`src/rtl/chip8_sprite_blitter.sv`:
```
// CHIP-8 sprite blitter: XOR-draws sprites into a 1-bpp framebuffer RAM by
// read-modify-write, reports pixel collision, and zero-fills the buffer for CLS.
module chip8_sprite_blitter #(
  parameter int FB_W    = 64,
  parameter int FB_H    = 32,
  parameter int FB_BASE = 0,
  parameter bit WRAP    = 1'b0
) (
  input  logic        clk,
  input  logic        rst_n,
  input  logic        start,
  input  logic        clear,
  input  logic [5:0]  x,
  input  logic [4:0]  y,
  input  logic [3:0]  n,
  input  logic [11:0] i_addr,
  output logic [11:0] spr_addr,
  input  logic [7:0]  spr_data,
  output logic [9:0]  fb_addr,
  input  logic [7:0]  fb_rdata,
  output logic [7:0]  fb_wdata,
  output logic        fb_we,
  output logic        busy,
  output logic        done,
  output logic        collision
);

  localparam int ROW_BYTES = FB_W / 8;
  localparam int FB_BYTES  = FB_W * FB_H / 8;
  localparam logic [9:0] CLR_FIRST = 10'(FB_BASE);
  localparam logic [9:0] CLR_LAST  = 10'(FB_BASE + FB_BYTES - 1);

  typedef enum logic [3:0] {
    S_IDLE,
    S_CLR,
    S_ROW_FETCH,
    S_ROW_WAIT,
    S_L_RD,
    S_L_WAIT,
    S_L_WR,
    S_R_RD,
    S_R_WAIT,
    S_R_WR,
    S_FIN
  } state_e;

  state_e      state_q, state_d;
  logic [11:0] i_q, i_d;
  logic [3:0]  n_q, n_d;
  logic [3:0]  r_q, r_d;
  logic [4:0]  y0_q, y0_d;
  logic [2:0]  col_q, col_d;
  logic [2:0]  sh_q, sh_d;
  logic [6:0]  row_q, row_d;
  logic [7:0]  spr_q, spr_d;
  logic [11:0] spr_addr_q, spr_addr_d;
  logic [9:0]  fb_addr_q, fb_addr_d;
  logic [7:0]  fb_wdata_q, fb_wdata_d;
  logic        fb_we_q, fb_we_d;
  logic        busy_q, busy_d;
  logic        done_q, done_d;
  logic        collision_q, collision_d;

  logic [5:0]  x_mod;
  logic [4:0]  y_mod;
  logic [7:0]  lmask, rmask;
  logic [3:0]  rcol_raw, rcol;
  logic        right_go;
  logic        next_row;

  logic [3:0]  plan_r, plan_n;
  logic [4:0]  plan_y0;
  logic [11:0] plan_i;
  logic [6:0]  plan_yr, plan_row;
  logic        plan_go;

  function automatic logic [9:0] byte_addr(input logic [6:0] row, input logic [3:0] col);
    return 10'(FB_BASE + int'(row) * ROW_BYTES + int'(col));
  endfunction

  assign x_mod = 6'(int'(x) % FB_W);
  assign y_mod = 5'(int'(y) % FB_H);

  assign lmask = spr_q >> sh_q;
  assign rmask = spr_q << (4'd8 - {1'b0, sh_q});

  assign rcol_raw = {1'b0, col_q} + 4'd1;
  assign rcol     = (int'(rcol_raw) < ROW_BYTES) ? rcol_raw : 4'd0;
  assign right_go = (sh_q != 3'd0) && ((int'(rcol_raw) < ROW_BYTES) || WRAP);

  // Row planner: in IDLE it looks at the incoming command (row 0), otherwise
  // at the latched command (row r+1). An off-screen row ends a clipped draw.
  always_comb begin
    if (state_q == S_IDLE) begin
      plan_r  = 4'd0;
      plan_n  = n;
      plan_y0 = y_mod;
      plan_i  = i_addr;
    end else begin
      plan_r  = r_q + 4'd1;
      plan_n  = n_q;
      plan_y0 = y0_q;
      plan_i  = i_q;
    end
    plan_yr  = 7'(plan_y0) + 7'(plan_r);
    plan_row = 7'(int'(plan_yr) % FB_H);
    plan_go  = (plan_r < plan_n) && ((int'(plan_yr) < FB_H) || WRAP);
  end

  always_comb begin
    // NOTE: every signal written here gets a default first, so no path can infer a latch.
    state_d     = state_q;
    i_d         = i_q;
    n_d         = n_q;
    r_d         = r_q;
    y0_d        = y0_q;
    col_d       = col_q;
    sh_d        = sh_q;
    row_d       = row_q;
    spr_d       = spr_q;
    spr_addr_d  = spr_addr_q;
    fb_addr_d   = fb_addr_q;
    fb_wdata_d  = fb_wdata_q;
    fb_we_d     = 1'b0;
    busy_d      = busy_q;
    done_d      = 1'b0;
    collision_d = collision_q;
    next_row    = 1'b0;

    unique case (state_q)
      S_IDLE: begin
        if (clear) begin
          state_d     = S_CLR;
          busy_d      = 1'b1;
          collision_d = 1'b0;
          fb_we_d     = 1'b1;
          fb_wdata_d  = 8'h00;
          fb_addr_d   = CLR_FIRST;
        end else if (start) begin
          collision_d = 1'b0;
          i_d         = i_addr;
          n_d         = n;
          y0_d        = y_mod;
          col_d       = x_mod[5:3];
          sh_d        = x_mod[2:0];
          next_row    = 1'b1;
        end
      end
      S_CLR: begin
        if (fb_addr_q == CLR_LAST) begin
          state_d = S_FIN;
          busy_d  = 1'b0;
          done_d  = 1'b1;
        end else begin
          fb_we_d   = 1'b1;
          fb_addr_d = fb_addr_q + 10'd1;
        end
      end
      S_ROW_FETCH: state_d = S_ROW_WAIT;
      S_ROW_WAIT: begin
        spr_d     = spr_data;
        fb_addr_d = byte_addr(row_q, {1'b0, col_q});
        state_d   = S_L_RD;
      end
      S_L_RD: state_d = S_L_WAIT;
      S_L_WAIT: begin
        state_d     = S_L_WR;
        fb_we_d     = 1'b1;
        fb_wdata_d  = fb_rdata ^ lmask;
        collision_d = collision_q | (|(fb_rdata & lmask));
      end
      S_L_WR: begin
        if (right_go) begin
          state_d   = S_R_RD;
          fb_addr_d = byte_addr(row_q, rcol);
        end else begin
          next_row = 1'b1;
        end
      end
      S_R_RD: state_d = S_R_WAIT;
      S_R_WAIT: begin
        state_d     = S_R_WR;
        fb_we_d     = 1'b1;
        fb_wdata_d  = fb_rdata ^ rmask;
        collision_d = collision_q | (|(fb_rdata & rmask));
      end
      S_R_WR: next_row = 1'b1;
      S_FIN:  state_d = S_IDLE;
      default: state_d = S_IDLE;
    endcase

    if (next_row) begin
      if (plan_go) begin
        state_d    = S_ROW_FETCH;
        busy_d     = 1'b1;
        r_d        = plan_r;
        row_d      = plan_row;
        spr_addr_d = plan_i + 12'(plan_r);
      end else begin
        state_d = S_FIN;
        busy_d  = 1'b0;
        done_d  = 1'b1;
      end
    end
  end

  // NOTE: sequential state uses non-blocking assignments so every flop samples pre-edge values.
  always_ff @(posedge clk or negedge rst_n) begin
    if (!rst_n) begin
      state_q     <= S_IDLE;
      i_q         <= '0;
      n_q         <= '0;
      r_q         <= '0;
      y0_q        <= '0;
      col_q       <= '0;
      sh_q        <= '0;
      row_q       <= '0;
      spr_q       <= '0;
      spr_addr_q  <= '0;
      fb_addr_q   <= '0;
      fb_wdata_q  <= '0;
      fb_we_q     <= 1'b0;
      busy_q      <= 1'b0;
      done_q      <= 1'b0;
      collision_q <= 1'b0;
    end else begin
      state_q     <= state_d;
      i_q         <= i_d;
      n_q         <= n_d;
      r_q         <= r_d;
      y0_q        <= y0_d;
      col_q       <= col_d;
      sh_q        <= sh_d;
      row_q       <= row_d;
      spr_q       <= spr_d;
      spr_addr_q  <= spr_addr_d;
      fb_addr_q   <= fb_addr_d;
      fb_wdata_q  <= fb_wdata_d;
      fb_we_q     <= fb_we_d;
      busy_q      <= busy_d;
      done_q      <= done_d;
      collision_q <= collision_d;
    end
  end

  assign spr_addr  = spr_addr_q;
  assign fb_addr   = fb_addr_q;
  assign fb_wdata  = fb_wdata_q;
  assign fb_we     = fb_we_q;
  assign busy      = busy_q;
  assign done      = done_q;
  assign collision = collision_q;

endmodule

```
`config.mk`:
```
export PLATFORM = sky130hd
export DESIGN_NAME = chip8_sprite_blitter
export DESIGN_NICKNAME = d
export VERILOG_FILES = /design/src/rtl/chip8_sprite_blitter.sv
export SDC_FILE = /design/constraint.sdc
export NUM_CORES = 1
export LEC_CHECK = 0
export CAP_MARGIN = 20
export CORE_MARGIN = 2
export CORE_UTILIZATION = 50
export DETAILED_ROUTE_END_ITERATION = 6
export GPL_TIMING_DRIVEN = 0
export PLACE_DENSITY = 0.86
export SLEW_MARGIN = 10
export SYNTH_ARGS = -nofsm -noshare
export SYNTH_HDL_FRONTEND = slang
export SYNTH_SLANG_ARGS = --single-unit
```
`constraint.sdc`:
```
create_clock -name clk -period 3.7 [get_ports clk]
set_clock_uncertainty 0.05 [all_clocks]
set_input_delay 0.37 -clock clk [delete_from_list [all_inputs] [get_ports clk]]
set_output_delay 0.37 -clock clk [all_outputs]
set_load 0.01 [all_outputs]
```
==> results.cfg <==
[clocking]
cts_tree = done
path_clk_slew_ns = 0.09
htreeDepth = 3
clkLatencyLatePin_ns = 0.38
clock_sinks = 82
clockRootBuffer = clkbuf_8
cts_inserted_buffers = 9
cts_buffer_depth = 2

[worst_setup_path]
cp.arrival_ns = 3.71
crit_type = reg2reg
cp.required_ns = 3.92
critPathLaunchType = flip-flop
reg2reg_depth = 13
worstReg2RegEnd = row_q[1]$_DFFE_PN0P_
critPathMaxFanout = 10
r2r_setup_slack_ns = 0.21
endpoint_kind = flip-flop
timing.rr.start = state_q[3]$_DFFE_PN0P_

[grt]
antenna_found_initial = 0
grt_max_degree = 47
grt_pass1_vias = 4879
track_usage_pct = 26.5
grt_overflow = 0
grt_pass1_wl_mm = 23.7

[synth]
synthesis.instances = 569
yosysSeqAreaShare_pct = 38.7
ys_warn_count = 0
synth_top_area_share_pct = 38.7
synth.largest_area_cell = dfrtp_1
yosys_register_bits = 82
synthTopCellsByCount = 126 x nand2_1, 82 x dfrtp_1, 36 x o21ai_0, 34 x nor2_1, 22 x mux2i_1
async_flop_share_pct = 100
synth.avg_cell_area_um2 = 9.31
synth_nets = 631
yosysMostFrequentCell = nand2_1
synthDistinctLibCells = 63
syn_area_um2 = 5300
synth_edf_count = 0
synthFlopType = dfrtp_1
netlist_top_cells_area = dfrtp_1 39%, nand2_1 8.9%, mux2_4 4.3%

[hold_path]
min-delay-start = n_q[1]$_DFFE_PN0P_
hp-class = reg2reg
whs_path_depth = 2
worstHoldEndpoint = n_q[1]$_DFFE_PN0P_

[drt]
drtIter0Drc = 319
post_drt_wl_per_cell_um = 17.7
finalWirelength_mm = 14.2
viasPerCell = 5.98
vias = 4804
route.detailed.drc = 0
ant_nets = 0
dr.pass1.iters = 5

[timing]
max_freq_ghz = 0.287
slew_headroom_pct = 49.8
whs_ns = 0.433
tightest_slew_ns = 0.747
min_period_ns = 3.49
setup_viol = 0
rsz0062_at_grt = false
finalHoldViolCount = 0
fin_crit_sh_pct = 94.3
maxSlewViolCount = 0

[power_and_ir_drop]
p_per_area_nw_per_um2 = 967
ir_worst_vdd_uv = 508
leakagePower_nw = 2.91
power_mw = 6.34

[layout]
multi_input_area_um2 = 3090
syn2layout_area_growth_pct = 23.8
ff_latch_area_um2 = 2050
diodes = 0
nFillCells = 836
fin_nets = 725
final_layout_size_suffix_gt1_share_pct = 12.0

[status]
outcome = completed

[place]
port_buffers = 80
post-dp-hpwl_mm = 10.5
place.gp.congestion = 0.902

[floorplan]
die_area_um2 = 11400
die_w_um = 107
core_area_um2 = 10300
start_util_pct = 51.3
rows = 37
io_pins = 81
die_h_um = 107

[run]
drv_cap = 0
-- how the worst max path moves through the flow --
stage,start,endpoint,slack [ns],cells after the start
floorplan,state_q[1]$_DFFE_PN0P_,r_q[2]$_DFFE_PN0P_,0.11,12
global placement,state_q[1]$_DFFE_PN0P_,row_q[0]$_DFFE_PN0P_,-0.71,12
detailed placement,state_q[1]$_DFFE_PN0P_,spr_addr[1]$_DFFE_PN0P_,-0.81,12
CTS,state_q[1]$_DFFE_PN0P_,row_q[4]$_DFFE_PN0P_,0.005,14
global route,sh_q[0]$_DFFE_PN0P_,collision$_DFFE_PN0P_,0.07,11
finish,state_q[3]$_DFFE_PN0P_,row_q[1]$_DFFE_PN0P_,0.21,13
-- stage by stage --
step	worst slack [ns]	cells	setup TNS [ns]	area (um^2)	utilization (%)
2_1_floorplan	0.115	569	0	5300	-
3_3_place_gp	-0.708	785	-64.67	6270	60.7
3_5_place_dp	-0.812	787	-17.35	6300	61.1
4_1_cts	0.00531	806	0	6550	63.4
5_1_grt	0.0736	804	0	6560	63.5
6_report	0.210	804	0	6560	63.5
-- power breakdown --
group          switching [mW]  internal, mW
sequential              0.422          1.29
combinational            2.08          1.91
clock                   0.360         0.283
-- per-layer routing --
metal / global-route usage [%] / vias up / part of all wire, %
li1: - / 2232 / -
met1: 35.0 / 2369 / 43
met4: 11.4 / 0 / 2.6
met3: 5.90 / 26 / 6.0
met2: 41.9 / 177 / 49
met5: 0 / - / 0
-- cell type report --
type	instances	share of cell area (%)
Timing Repair Buffer	87	13.4
Sequential cell	82	31.3
Multi-Input combinational cell	446	47.2
Buffer	24	1.91
Clock inverter	5	0.572
Inverter	13	0.744
Tap cell	136	2.59
Clock buffer	11	2.31
-- cell families after synthesis --
group                    after synthesis  share of synthesized area [%]
AND/OR/NAND/NOR                      221                           18.7
AO/OA/AOI/OAI                        120                           15.6
flip-flops                            82                           38.7
multiplexers                          60                           14.8
buffers and inverters                 41                           3.38
XOR/XNOR                              29                           5.08
adder cells (fa/ha/maj)               16                           3.73
-- worst max-delay path: stages, from the launching register on --
cell and delay [ns]:
dfrtp_1 0.39, buf_6 0.14, nor4_4 0.30, clkbuf_2 0.30
buf_2 0.30, mux2i_1 0.29, ha_1 0.29, nand3_1 0.10
a21oi_1 0.07, a311oi_2 0.33, o221a_4 0.27, nand2b_4 0.08
buf_6 0.17, mux2_4 0.30
-- flip-flops by register name, indices dropped and copies added, names as in the netlist --
| register | flops |
|---|---|
| collision | 1 |
| fb_wdata | 8 |
| i_q | 12 |
| busy | 1 |
| sh_q | 3 |
| row_q | 5 |
| spr_addr | 12 |
| col_q | 3 |
| done | 1 |
| fb_we | 1 |
| n_q | 4 |
| fb_addr | 10 |
| r_q | 4 |
| spr_q | 8 |
| y0_q | 5 |
| state_q | 4 |
-- placed cells by master, fill, tap and decap left out, drive strengths merged, types with 4 or more instances in the layout --
cell type	n
clkbuf	28
dfrtp	82
and2	5
clkdlybuf4s50	79
nand3	10
a22oi	6
nor2b	7
nand2b	4
xor2	10
o22ai	4
o31ai	5
mux2	31
nand4	4
o21ai	36
a22o	9
a31oi	5
xnor2	18
inv	13
a211oi	5
nor2	34
nand2	126
buf	13
a21oi	20
ha	15
mux4	7
nor3	9
and3	5
mux2i	22
nor4	7
-- repair_timing --
| action | in CTS | in global routing |
|---|---|---|
| pin swaps | 2 | 0 |
| hold endpoints to repair | 36 | 0 |
| cloned | 0 | 0 |
| hold buffers | 1 | 0 |
| buffers inserted | 2 | 2 |
| setup endpoints to repair | 27 | 22 |
| resized for setup | 9 | 6 |
No activity file was read; power rests on OpenSTA's default activity.
